==> src/rtl/cache_status_array.sv <==
// Per-set, per-way valid/dirty status store with invalidate-all and
// clean-and-invalidate flush; dirty lines are handed to write-back via valid/ready.
module cache_status_array #(
    parameter int INDEXWIDTH = 6,
    parameter int SETS       = 64,
    parameter int WAYS       = 2,
    parameter int WAYWIDTH   = 1
) (
    input  logic                  clk,
    input  logic                  rst,
    input  logic                  cs,
    input  logic                  web,
    input  logic                  oe,
    input  logic [INDEXWIDTH-1:0] addr_index,
    input  logic [WAYWIDTH-1:0]   way_sel,
    input  logic                  valid_in,
    input  logic                  dirty_in,
    output logic [WAYS-1:0]       valid_out,
    output logic [WAYS-1:0]       dirty_out,
    input  logic                  flush_req,
    input  logic                  flush_mode,
    output logic                  flush_busy,
    output logic                  flush_done,
    output logic                  wb_valid,
    input  logic                  wb_ready,
    output logic [INDEXWIDTH-1:0] wb_index,
    output logic [WAYWIDTH-1:0]   wb_way
);

    typedef enum logic [1:0] {
        IDLE,
        SCAN,
        WB_WAIT,
        DONE
    } state_t;

    state_t state, state_next;

    logic [WAYS-1:0]       valid_mem [SETS];
    logic [WAYS-1:0]       dirty_mem [SETS];
    logic [INDEXWIDTH-1:0] set_cnt;
    logic [WAYWIDTH-1:0]   way_cnt;

    logic host_wr;
    logic scan_hit;
    logic last_way;
    logic last_entry;
    logic advance;

    assign valid_out  = oe ? valid_mem[addr_index] : '0;
    assign dirty_out  = oe ? dirty_mem[addr_index] : '0;

    assign flush_busy = (state != IDLE);
    assign flush_done = (state == DONE);
    assign wb_valid   = (state == WB_WAIT);

    always_comb begin
        host_wr    = (state == IDLE) && cs && !web;
        scan_hit   = valid_mem[set_cnt][way_cnt] && dirty_mem[set_cnt][way_cnt];
        last_way   = (way_cnt == WAYWIDTH'(WAYS - 1));
        last_entry = last_way && (set_cnt == INDEXWIDTH'(SETS - 1));
        advance    = ((state == SCAN) && !scan_hit) || ((state == WB_WAIT) && wb_ready);
    end

    always_comb begin
        state_next = state;
        case (state)
            IDLE:    if (flush_req) state_next = flush_mode ? SCAN : DONE;
            SCAN:    if (scan_hit) state_next = WB_WAIT;
                     else if (last_entry) state_next = DONE;
                     else state_next = SCAN;
            WB_WAIT: if (wb_ready) state_next = last_entry ? DONE : SCAN;
            DONE:    state_next = IDLE;
            default: state_next = IDLE;
        endcase
    end

    always_ff @(posedge clk) begin
        if (rst) state <= IDLE;
        else     state <= state_next;
    end

    // Scan counters double as the write-back address while parked in WB_WAIT.
    always_ff @(posedge clk) begin
        if (rst) begin
            set_cnt <= '0;
            way_cnt <= '0;
        end else if ((state == IDLE) && flush_req && flush_mode) begin
            set_cnt <= '0;
            way_cnt <= '0;
        end else if (advance) begin
            way_cnt <= last_way ? '0 : way_cnt + 1'b1;
            if (last_way) set_cnt <= set_cnt + 1'b1;
        end
    end

    always_ff @(posedge clk) begin
        if (rst) begin
            wb_index <= '0;
            wb_way   <= '0;
        end else if ((state == SCAN) && scan_hit) begin
            wb_index <= set_cnt;
            wb_way   <= way_cnt;
        end
    end

    always_ff @(posedge clk) begin
        if (rst || ((state == IDLE) && flush_req && !flush_mode)) begin
            for (int unsigned s = 0; s < SETS; s++) begin
                valid_mem[s] <= '0;
                dirty_mem[s] <= '0;
            end
        end else begin
            case (state)
                IDLE: begin
                    if (host_wr) begin
                        for (int unsigned w = 0; w < WAYS; w++) begin
                            if (way_sel == WAYWIDTH'(w)) begin
                                valid_mem[addr_index][w] <= valid_in;
                                dirty_mem[addr_index][w] <= dirty_in & valid_in;
                            end
                        end
                    end
                end
                SCAN: begin
                    if (!scan_hit) valid_mem[set_cnt][way_cnt] <= 1'b0;
                end
                WB_WAIT: begin
                    if (wb_ready) begin
                        valid_mem[wb_index][wb_way] <= 1'b0;
                        dirty_mem[wb_index][wb_way] <= 1'b0;
                    end
                end
                default: ;
            endcase
        end
    end

endmodule

==> config.mk <==
export PLATFORM = sky130hd
export DESIGN_NAME = cache_status_array
export DESIGN_NICKNAME = d
export VERILOG_FILES = /design/src/rtl/cache_status_array.sv
export SDC_FILE = /design/constraint.sdc
export NUM_CORES = 1
export LEC_CHECK = 0
export CORE_MARGIN = 3
export CORE_UTILIZATION = 25
export CTS_CLUSTER_SIZE = 30
export DETAILED_ROUTE_END_ITERATION = 16
export GPL_TIMING_DRIVEN = 0
export PLACE_DENSITY = 0.46
export SLEW_MARGIN = 25
export SYNTH_ARGS = -nofsm -noshare
export SYNTH_HDL_FRONTEND = slang
export SYNTH_SLANG_ARGS = --single-unit
==> constraint.sdc <==
create_clock -name clk -period 5 [get_ports clk]
set_clock_uncertainty 0.1 [all_clocks]
set_input_delay 1 -clock clk [delete_from_list [all_inputs] [get_ports clk]]
set_output_delay 1 -clock clk [all_outputs]
set_load 0.02 [all_outputs]
* Word level (Yosys, flattened, before mapping) *
Memory sizes are Yosys's and may differ from the RTL's. A register that Yosys moved wholly into a read port is not among the register bits.
Index checks and enable logic that the tools add are counted.

word-level totals
  register bits after elaboration = 16
  latch bits = 0
  bits in writable memories = 256
  memory bits (read-only) = 0
  input bits = 17
  word-level logic and storage cells = 103
  memories kept = 2

memories
  memory     depth  bits a word  rd ports  clocked after memory_dff  write ports  RTL line  RTL
  dirty_mem  64     2            2         1                         64           40        logic [WAYS-1:0] dirty_mem [SETS];
  valid_mem  64     2            2         1                         64           39        logic [WAYS-1:0] valid_mem [SETS];

cells by class
  $add $sub $neg = 2
  $mul = 0
  divide/modulo/power cells = 0
  $lt $le $gt $ge = 4
  equality and inequality tests = 6
  shift operators = 0
  mux-type cells = 56
  bitwise gates (word level) = 1
  reduce and logical (&&, ||, !) cells = 27

operators by type and width
  operator               count
  $mux W6                9
  $mux W2                19
  $mux W1                25
  $logic_and A1 B1 Y1    12
  $reduce_or A2 Y1       6
  $pmux W2 S4            1
  $add A6 B1 Y6 const B  1
  $eq A6 B6 Y1 const B   1
  $eq A2 B2 Y1 const B   2
  $lt A1 B2 Y1 const B   2
  $reduce_and A2 Y1      2
  $logic_not A1 Y1       3
  $demux W1 S1           2
  $eq A2 B1 Y1 const B   1
  $ge A1 B1 Y1 const B   2
  $logic_not A2 Y1       1
  $logic_or A1 B1 Y1     2
  $ne A2 B1 Y1 const B   1
  $ne A2 B2 Y1 const B   1
  $reduce_bool A2 Y1     1
  $add A1 B1 Y1 const B  1
  $and A1 B1 Y1          1

* Depth between registers and ports, before layout *
Gate-level depths: netlist (run 1).

  depth in word-level cells = 11
  mapped depth = 14
  mapped depth without buffers = 9

* Least setup slack after synthesis (run 1) *
Ideal clock, no wire load.

  path type = input-to-output
  from = in addr_index[0]
  to = out dirty_out[0]
  data arrival time = 3613 ps
  data required time = 3900 ps
  path slack = 287 ps
  stages = 6
  cell sequence = clkbuf_1 buf_1 mux4_2 mux4_2 mux4_2 and2_1

on the way
  word-level cells in the longest chain between the ends = 2

RTL lines
  item             RTL line  RTL
  start, declared  14        input logic [INDEXWIDTH-1:0] addr_index,
  $mem_v2 Z64 W2   -
  $mux W2          51        assign dirty_out = oe ? dirty_mem[addr_index] : '0;
  end, declared    19        output logic [WAYS-1:0] dirty_out,

Every way passes these cells.

* Worst setup path in the final report (run 1) *
  from = in addr_index[2]
  to = out dirty_out[1]

The elaborated chain is that of the path after synthesis.

==> results of run 1 <==
## metrics by stage
step	power (µW)	area, µm²	TNS (ns)	util, %	instances
3_5_place_dp	3860	17600	-12.45	27.7	2341
3_3_place_gp	3850	17500	-132.92	27.6	2340
4_1_cts	6450	18900	0	29.7	2398
6_report	6470	18900	0	29.7	2400
5_1_grt	6600	18900	0	29.7	2399
2_1_floorplan	3370	16200	0	-	1466
## flip-flops by register name, indices dropped and copies added, names as in the netlist, named ones only
signal and flops:
dirty_mem 128, last_way 1, set_cnt 6, state 2, valid_mem 128, wb_index 6, wb_way 1
## worst min path at each step
stage                from          to  cells past startpoint
3_3_place_gp   set_cnt[3]  set_cnt[3]                      2
4_1_cts        set_cnt[3]  set_cnt[3]                      2
3_5_place_dp   set_cnt[3]  set_cnt[3]                      2
5_1_grt        set_cnt[3]  set_cnt[3]                      2
2_1_floorplan  set_cnt[3]    register                      2
6_report       set_cnt[3]  set_cnt[3]                      2
## per-layer routing
layer / global-route usage (%) / vias to the layer above
met5: 0 / -
met2: 35.9 / 1028
li1: - / 5671
met4: 12.3 / 4
met3: 5.27 / 215
met1: 30.8 / 7313
## worst max-delay path: cells and delay by family
kind / cells / cell delay (ns)
buffers and inverters: 4 / 1.81
and+or+nand+nor: 1 / 0.23
muxes: 2 / 0.83
## cells in the final DEF (no fill, tap or decap), types with 22 or more instances in the layout
cell | synthesis | final
nand2_1 | 84 | 84
clkbuf_1 | 68 | 65
clkdlybuf4s50_1 | 0 | 22
mux4_2 | 106 | 106
clkbuf_16 | 0 | 37
nor2_1 | 301 | 301
mux2i_1 | 30 | 30
dfxtp_1 | 22 | 22
a21oi_1 | 23 | 22
o21ai_1 | 93 | 93
o21ai_0 | 178 | 178
nand3_1 | 48 | 48
edfxtp_1 | 256 | 256
## layout make-up
class / instances / share of cell area [%]
sequential: 278 / 43.0
multi-input combinational: 1051 / 39.1
tap: 846 / 5.60
clock buffer: 43 / 4.91
buffer: 128 / 4.65
timing repair buffer: 30 / 1.54
clock inverter: 14 / 1.02
inverter: 9 / 0.179
antenna: 1 / 0.0132
## power by group through the flow
stage	registers, µW	clock network [µW]	logic, µW
6_report	2800	2610	1060
5_1_grt	2810	2700	1090
4_1_cts	2800	2610	1030
3_5_place_dp	2850	0	1020
3_3_place_gp	2840	0	1010
2_1_floorplan	2790	0	585
## what timing repair did
item | CTS | global route
buffers inserted | 0 | 1
pin swaps | 0 | 0
resized for setup | 60 | 4
endpoints found under the setup margin | 4 | 98
## logic make-up (layout without fill, tap and decap cells)
group | after synthesis | after routing | share of synthesized area [%]
buffers and inverters | 137 | 224 | 4.46
flip-flops | 278 | 278 | 50.2
other | 0 | 1 | 0
multiplexers | 146 | 146 | 17.5
AO/OA/AOI/OAI | 390 | 390 | 14.1
AND/OR/NAND/NOR | 511 | 511 | 13.5
adder cells (fa/ha/maj) | 1 | 1 | 0.0773
XOR/XNOR | 3 | 3 | 0.162
## cells in the mapped netlist (4+ instances only)
master | number | area share [%]
buf_1 | 15 | 0.35
a31oi_1 | 11 | 0.43
dfxtp_1 | 22 | 2.7
nand2_1 | 84 | 1.9
buf_2 | 19 | 0.59
buf_4 | 10 | 0.46
o22ai_1 | 13 | 0.50
o21ai_0 | 178 | 5.5
inv_1 | 9 | 0.21
a21oi_1 | 23 | 0.71
o2111ai_1 | 5 | 0.27
o31ai_1 | 9 | 0.42
or3_1 | 5 | 0.19
mux2_4 | 4 | 0.37
o21ai_1 | 93 | 2.9
edfxtp_1 | 256 | 47
nor2_1 | 301 | 7.0
mux2i_1 | 30 | 1.9
clkbuf_1 | 68 | 1.6
a21boi_1 | 7 | 0.32
nor2b_1 | 5 | 0.19
buf_6 | 13 | 0.90
a211oi_1 | 6 | 0.28
nand3_1 | 48 | 1.5
nand2b_1 | 14 | 0.54
o211ai_1 | 6 | 0.28
or2_2 | 4 | 0.15
nand4_1 | 4 | 0.15
nor3_1 | 7 | 0.22
and3_1 | 6 | 0.23
and2_1 | 11 | 0.43
mux4_2 | 106 | 15
nand3b_1 | 15 | 0.70
==> summary.txt, run 1 <==
Outcome
  • Status: finished clean

Setup path
  • Crit-path cells: clkdlybuf4s50_1, clkbuf_2, clkbuf_4, mux4_2, mux4_2, and2_1, dlygate4sd2_1
  • R2r worst-path depth: 11
  • CP dominant cell by count: mux4_2
  • WP data required: 3.90 ns
  • CP Launch Type: input port
  • Crit-path slowest cell: clkdlybuf4s50_1
  • RR Endpoint: valid_mem[16][1]
  • Arrival @ worst endpoint: 3.89 ns
  • CP startpoint: addr_index[2]
  • Crit Path Max Fanout: 10
  • Worst path max stage delay: 0.51 ns
  • R2r setup slk: 0.10 ns
  • Worst Path Class, Setup: in -> out
  • Worst setup EP type: primary output
  • Crit path to: dirty_out[1]

Yosys
  • Number of flops mapped to enable cells by yosys: 256
  • Syn Nets: 1484
  • Synth unique cells: 73
  • Most used DFF post-synth: edfxtp_1
  • Cells after synthesis: 1466
  • Area of the mapped netlist: 16200 µm²
  • YS warnings: 0
  • Asr flop ratio synth: 0%
  • Post-synthesis sequential area ratio: 50.2%
  • Avg Cell Area, Syn: 11.0 µm²
  • #FFs+latches synth: 278

Timing
  • Share of the clock period used by the worst path: 99.8%
  • Final min period: 4.99 ns
  • Max-slew violations: 0
  • Hold WS: 0.494 ns
  • RSZ-0062 raised after global routing: false
  • Fmax achieved: 0.200 GHz
  • Final setup viols: 0
  • Slew @ Worst Pin: 1.29 ns
  • Final setup margin: 0.00799 ns
  • Final hold violations: 0
  • Max_slew headroom: 13.8%

Placed design
  • DPL Wire Length: 58.4 mm
  • Routability Congestion: 1.04
  • I/O Buffers: 28
  • Place WS: -1.64 ns

Drt
  • Routed Wire Length: 80.6 mm
  • Vias per cell: 5.93
  • WL/cell: 33.6 µm
  • Pre-antenna DRT Iters: 5
  • Met3 Wirelength: 8.73 mm
  • Routed wl met2: 35.8 mm
  • Metal-1 WL: 31.4 mm
  • Initial drt markers: 2093
  • DRC: 0
  • Top sig layer: met5
  • Total number of vias: 14200
  • DRT antenna net count: 0

Final layout
  • Fill cells: 6637
  • Share of layout cells above drive strength 1: 16.7%
  • Area Growth Syn to Fin: 16.7%
  • FF/Latch Area: 8130 µm²
  • Multi-input logic area: 7380 µm²
  • Nets: 1551

Flow run
  • Max-cap check violation count: 0

Die
  • Die H: 260 µm
  • Core area: 63500 µm²
  • Initial cell density of the core: 25.5%
  • Die area: 67800 µm²
  • Die width: 260 µm
  • FP Rows: 92
  • I/O pin total: 31

Power and ir drop
  • Sw Ratio: 29.3%
  • Combinational Power Share: 16.4%
  • Internal power: 4580 µW
  • Psw: 1890 µW
  • Clk pwr share: 40.3%
  • Sequential power share: 43.3%
  • PwrDens: 342 nW/µm²
  • Pleak: 0.00580 µW
  • Worst VDD drop: 199 µV

CTS
  • Clk pin slew, worst setup/hold paths: 0.06 ns
  • Post-CTS Hold Buffers: 0
  • TritonCTS buffer count: 35
  • H-tree Lvls: 2
  • Clock Latency Late Sink: 0.57 ns
  • CTS tree: built
  • Number of clock sinks: 278
  • Root Buffer: clkbuf_16
  • CTS Buffer Depth: 3

Hold path
  • Hold/Removal Path Class: reg -> reg

Global route
  • First-pass GRT wire length: 109 mm
  • Global Route Usage Sum: 23.4%
  • Initial antenna violation count: 4
  • Vias in the first global route: 14000
  • Total grt overflow: 0
  • Largest net degree at the start of global routing: 14
Power figures use the tool's default switching activity.
==> run 2, diff against run 1 <==
- CORE_UTILIZATION: 25 -> 45
- PLACE_DENSITY: 0.46 -> 0.68
- SKIP_LAST_GASP: unset -> 1
==> run 2 against run 1 <==
The run now ends with setup timing left. Core utilization increased by 23 points. Sequential cell count unchanged. Final cell count decreased by 16%. Non-clock buffer count decreased by 1. Count of clock-buffer cells in the layout unchanged. Largest cell class unchanged.
==> summary.txt, run 2 (synthesized netlist as in run 1, its figures left out) <==
Timing
  • Fmax achieved: 0.200 GHz (-0.35%)
  • Max-slew violations: 0 (unchanged)
  • Final setup viols: 1 (+1)
  • RSZ-0062 raised after global routing: false
  • Final min period: 5.01 ns (+0.0175 ns)
  • Slew @ Worst Pin: 1.24 ns (-0.0569 ns)
  • Hold WS: 0.468 ns (-0.0262 ns)
  • Final hold violations: 0 (unchanged)
  • Max_slew headroom: 17.5% (+3.8 points)
  • Share of the clock period used by the worst path: 100% (+0.35 points)
  • Final setup margin: -0.00947 ns (-0.0175 ns)

CTS
  • CTS Buffer Depth: 3 (unchanged)
  • TritonCTS buffer count: 34 (-2.9%)
  • H-tree Lvls: 2 (unchanged)
  • Root Buffer: clkbuf_16
  • Clk pin slew, worst setup/hold paths: 0.06 ns (about the same)
  • Clock Latency Late Sink: 0.54 ns (-0.03 ns)
  • Post-CTS Setup Bufs: 0 (unchanged)
  • Number of clock sinks: 278 (unchanged)
  • CTS tree: built

Placed design
  • Routability Congestion: 1.03 (-0.93%)
  • DPL Wire Length: 53.5 mm (-8.5%)
  • Place WS: -1.51 ns (+0.128 ns)
  • I/O Buffers: 28 (unchanged)

Setup path
  • Arrival @ worst endpoint: 3.91 ns (+0.02 ns)
  • Crit-path slowest cell: mux4_2
  • Crit Path Max Fanout: 10 (unchanged)
  • R2r worst-path depth: 11 (unchanged)
  • CP bufs+invs: 4 (unchanged)
  • Critical Path Stages: 8 (+1)
  • CP dominant cell by count: mux4_2
  • Crit path max-delay family: multiplexers
  • Worst Path Class, Setup: in -> out
  • Crit-path cells: clkdlybuf4s15_2, clkbuf_16, buf_12, mux4_2, mux4_2, mux4_2, and2_1, dlygate4sd2_1
  • CP Launch Type: input port
  • Worst path max stage delay: 0.55 ns (+0.04 ns)
  • R2r setup slk: 0.07 ns (-0.03 ns)
  • CP startpoint: addr_index[0]
  • Worst setup EP type: primary output
  • WP data required: 3.90 ns (about the same)

Global route
  • Global Route Usage Sum: 38.8% (+15 points)
  • Met3 Use GR: 11.0% (+5.7 points)
  • Busiest layer in global routing: met2
  • Total grt overflow: 0 (unchanged)
  • Largest net degree at the start of global routing: 15 (+1)
  • Vias in the first global route: 14100 (+1.3%)
  • Grt met2 use: 58.2% (+22 points)
  • Initial antenna violation count: 0 (-4)
  • Fraction of met1 tracks used by global routing: 48.5% (+18 points)
  • First-pass GRT wire length: 104 mm (-5.0%)

Drt
  • DRC: 0 (unchanged)
  • Pre-antenna DRT Iters: 7 (+2)
  • DRT antenna net count: 0 (unchanged)
  • Total number of vias: 14600 (+2.7%)
  • Vias per cell: 7.27 (+23%)
  • Initial drt markers: 2829 (+35%)
  • WL/cell: 37.5 µm (+12%)
  • Routed Wire Length: 75.4 mm (-6.4%)

Die
  • Die H: 196 µm (-25%)
  • Die width: 196 µm (-25%)
  • I/O pin total: 31 (unchanged)
  • Core area: 35000 µm² (-45%)
  • Initial cell density of the core: 46.3% (+21 points)
  • Die area: 38300 µm² (-44%)
  • FP Rows: 68 (-26%)

Outcome
  • Status: finished, violations left
  • Failing checks: setup timing

Final layout
  • Fill cells: 3050 (-54%)
  • Antenna Cells: 0 (-1)
  • Most frequent cells in the layout: 301 x nor2_1, 256 x edfxtp_1, 178 x o21ai_0
  • Top flop regs: dirty_mem: 128 flops, valid_mem: 128 flops
  • Area Growth Syn to Fin: 13.6%
  • Share of layout cells above drive strength 1: 16.5% (-0.16 points)
  • Nets: 1549 (-0.13%)
  • Most common cell after layout, fill and taps aside: nor2_1
  • Final core occ: 52.6% (+23 points)

Hold path
  • Hold Startpoint: wb_way
  • Hold depth: 2 (unchanged)
  • Hold/Removal Path Class: reg -> reg

Power and ir drop
  • PwrDens: 347 nW/µm² (+1.3%)
  • Pleak: 0.00583 µW (+0.37%)
  • Worst VDD drop: 199 µV (-0.10%)

Flow run
  • Max-cap check violation count: 0 (unchanged)
## run 2: changes by cell type in the layout (fill, tap and decap cells not counted), sizes merged, moves of 2 or more
cell / before / now
clkinv: 7 / 12
clkinvlp: 2 / 0
bufinv: 4 / 2
inv: 10 / 13
## run 2: metrics by stage
step | std cells | instance area (µm²) | total power, µW | TNS (ns)
2_1_floorplan | 1466 | 16200 | 3370 | 0
3_3_place_gp | 1949 | 17000 | 3800 | -48.76
3_5_place_dp | 1950 | 17100 | 3810 | -16.35
4_1_cts | 2011 | 18400 | 6290 | 0
5_1_grt | 2011 | 18400 | 6460 | 0
6_report | 2011 | 18400 | 6380 | -0.00947
## run 2: worst register-to-register path, cell delays in order, from the launching register on
cell	delay (ns)
dfxtp_1	0.51
buf_2	0.37
nor2b_1	0.57
o21ai_0	0.23
a41oi_1	0.24
o21ai_0	0.31
a311oi_2	0.64
a221oi_4	0.19
buf_4	0.22
nor2_1	0.51
a21boi_1	0.38
o21ai_0	0.35
## run 2: where the power goes
| group | total (µW) | internal, µW | switching, µW |
|---|---|---|---|
| Sequential | 2800 | 2700 | 103 |
| Combinational | 1030 | 349 | 683 |
| Clock | 2540 | 1490 | 1060 |
## run 2: what timing repair did
| action | 4_1_cts | 5_1_grt |
|---|---|---|
| gates resized for setup | 68 | 1 |
| hold endpoints to repair | 0 | 0 |
| pin swaps | 0 | 0 |
| hold buffers | 0 | 0 |
| setup endpoints to repair | 4 | 1 |
## run 2: cell type report
| cell class | instances | area (µm²) | share of cell area (%) |
|---|---|---|---|
| buffer | 128 | 910 | 4.95 |
| clock buffer | 43 | 970 | 5.27 |
| clock inverter | 18 | 148 | 0.803 |
| inverter | 9 | 33.8 | 0.184 |
| multi-input combinational | 1051 | 7350 | 40.0 |
| sequential | 278 | 8130 | 44.2 |
| tap | 455 | 569 | 3.10 |
| timing repair buffer | 29 | 283 | 1.54 |
## run 2: final timing paths
path,to
min,wb_way
min reg2reg,wb_way
max reg2reg,valid_mem[32][0]
max,valid_out[1]
## run 2: metal layers
layer  up-vias  part of all wire, %
met5         -                    0
met4         0                  8.9
met1      7185                   34
li1       5653                    -
met2      1419                   44
met3       365                   14
==> run 3, diff against run 2 <==
- GPL_TIMING_DRIVEN: 0 -> unset
==> run 3 against run 2 <==
The flow now finishes without violations. Clock power is 6% lower. Final cell count is 3.8% lower. Power fell by 5.2%. Routed wire length down 31%. Via count is 11% lower. Sequential share of layout area grew 0.87 points. Maximum frequency is 3.3% higher. Combinational power down 21%. Global-route usage is 12 points lower. Final area down 1.9%. Largest power group unchanged.
==> summary.txt, run 3 (synthesized netlist as in run 1, its figures left out) <==
Outcome
  • Status: finished clean

Placed design
  • Placed cell count: 1877 (-3.7%)
  • DPL Wire Length: 36.5 mm (-32%)
  • I/O Buffers: 30 (+7.1%)
  • Place WS: 0.156 ns (+1.67 ns)
  • Routability Congestion: 0.935 (-9.2%)

Final layout
  • FF/Latch Area: 8130 µm² (about the same)
  • Nets: 1473 (-4.9%)
  • Final Non-Filler Cells: 1935 (-3.8%)
  • Fill cells: 3068 (+0.59%)
  • Area Growth Syn to Fin: 11.5%
  • Top flop regs: dirty_mem: 128 flops, valid_mem: 128 flops
  • Final core occ: 51.6% (-0.98 points)
  • Share of layout cells above drive strength 1: 16.4% (-0.17 points)
  • Most frequent cells in the layout: 301 x nor2_1, 256 x edfxtp_1, 178 x o21ai_0
  • Antenna Cells: 0 (unchanged)
  • Multi-input logic area: 7360 µm² (+0.24%)
  • Most common cell after layout, fill and taps aside: nor2_1

Die
  • Die area: 38300 µm² (unchanged)
  • Die H: 196 µm (unchanged)
  • Die width: 196 µm (unchanged)
  • Initial cell density of the core: 46.3% (unchanged)
  • FP Rows: 68 (unchanged)
  • Core area: 35000 µm² (unchanged)
  • I/O pin total: 31 (unchanged)

CTS
  • Clk pin slew, worst setup/hold paths: 0.06 ns (about the same)
  • CTS Buffer Depth: 3 (unchanged)
  • Clock Latency Late Sink: 0.58 ns (+0.04 ns)
  • H-tree Lvls: 1 (-1)
  • TritonCTS buffer count: 31 (-8.8%)
  • Post-CTS Hold Buffers: 0 (unchanged)
  • CTS tree: built
  • Post-cts resize count: 0 (-100%)
  • Post-CTS Setup Bufs: 0 (unchanged)
  • Root Buffer: clkbuf_16
  • Number of clock sinks: 278 (unchanged)

Hold path
  • Hold/Removal Path Class: reg -> reg

Setup path
  • Worst path max stage delay: 0.53 ns (-0.02 ns)
  • CP Launch Type: input port
  • Worst setup EP type: primary output
  • CP dominant cell by count: mux4_2
  • Arrival @ worst endpoint: 3.75 ns (-0.16 ns)
  • Crit Path Max Fanout: 24 (+14)
  • Worst Path Class, Setup: in -> out
  • Crit-path slowest cell: mux4_2
  • WP data required: 3.90 ns (about the same)
  • Crit-path cells: buf_4, buf_12, mux4_2, mux4_2, mux4_2, and2_1, clkdlybuf4s50_1

Global route
  • Initial antenna violation count: 1 (+1)
  • Largest net degree at the start of global routing: 257 (+242)
  • Vias in the first global route: 12600 (-11%)
  • First-pass GRT wire length: 78.4 mm (-24%)
  • Total grt overflow: 0 (unchanged)
  • Global Route Usage Sum: 26.9% (-12 points)

Timing
  • RSZ-0062 raised after global routing: false
  • Share of the clock period used by the worst path: 97.0% (-3.2 points)
  • Fmax achieved: 0.206 GHz (+3.3%)
  • Final setup margin: 0.151 ns (+0.161 ns)
  • Final hold violations: 0 (unchanged)
  • Final setup TNS: 0 ns (+0.00947 ns)
  • Slew @ Worst Pin: 0.952 ns (-0.285 ns)
  • Final min period: 4.85 ns (-0.161 ns)
  • Max_slew headroom: 36.5% (+19 points)
  • Hold WS: 0.489 ns (+0.0211 ns)
  • Max-slew violations: 0 (unchanged)
  • Final setup viols: 0 (-1)

Drt
  • DRT antenna net count: 0 (unchanged)
  • Total number of vias: 13000 (-11%)
  • Vias per cell: 6.74 (-7.3%)
  • Initial drt markers: 1940 (-31%)
  • Routed Wire Length: 52.0 mm (-31%)
  • DRC: 0 (unchanged)
  • Pre-antenna DRT Iters: 6 (-1)
  • WL/cell: 26.9 µm (-28%)

Power and ir drop
  • Sequential power share: 46.8% (+2.9 points)
  • Clk pwr share: 39.7% (-0.2 points)
  • Combinational Power Share: 13.5% (-2.7 points)
  • Worst VDD drop: 329 µV (+65%)
  • PwrDens: 335 nW/µm² (-3.4%)
  • Pleak: 0.00564 µW (-3.1%)
  • Psw: 1570 µW (-15%)
  • Sw Ratio: 25.9% (-3.0 points)
  • Internal power: 4480 µW (-1.1%)

Flow run
  • Max-cap check violation count: 0 (unchanged)
run 3: cell count changes in the layout (fill, tap and decap cells not counted), sizes merged:
cell           previous run  this run
inv                      13        10
clkdlybuf4s50            22        28
clkbuf                  111        38
clkinvlp                  0         2
dlygate4sd2               5         0
clkinv                   12        11
clkdlybuf4s15             1         0
bufinv                    2         6
buf                      61        56
run 3: cell type report:
type	count	share of cell area (%)
Clock buffer	38	4.44
Clock inverter	20	1.41
Inverter	9	0.187
Multi-Input combinational cell	1051	40.8
Sequential cell	278	45.1
Tap cell	455	3.16
Timing Repair Buffer	84	4.91
run 3: worst paths after layout:
check	from	endpoint	slack (ns)	depth (start not counted)
worst min-delay path	wb_way	wb_way	0.49	2
worst min register to register	wb_way	wb_way	0.49	2
worst max register to register	register	valid_mem[39][0]	0.71	11
worst max-delay path	addr_index[0]	valid_out[1]	0.15	7
run 3: metal layers:
layer	share of wire [%]	track usage, %
met5	0.017	0
met2	47	43.9
met4	4.9	10.9
met3	11	4.86
met1	36	36.0
run 3: power by group through the flow:
| stage | registers (µW) | logic (µW) | clock network, µW |
|---|---|---|---|
| floorplan | 2790 | 585 | 0 |
| global placement | 2870 | 779 | 0 |
| detailed placement | 2870 | 799 | 0 |
| CTS | 2830 | 802 | 2410 |
| global route | 2840 | 869 | 2500 |
| finish | 2830 | 816 | 2400 |
run 3: stage by stage:
stage,cell area [µm²],total power [µW]
2_1_floorplan,16200,3370
3_3_place_gp,17000,3650
3_5_place_dp,17000,3670
4_1_cts,18000,6040
5_1_grt,18000,6210
6_report,18000,6050
run 3: worst max-delay path: cells and delay by family:
family,cells,cell delay (ns)
simple gates,1,0.18
mux,3,1.56
buf+inv,3,0.99
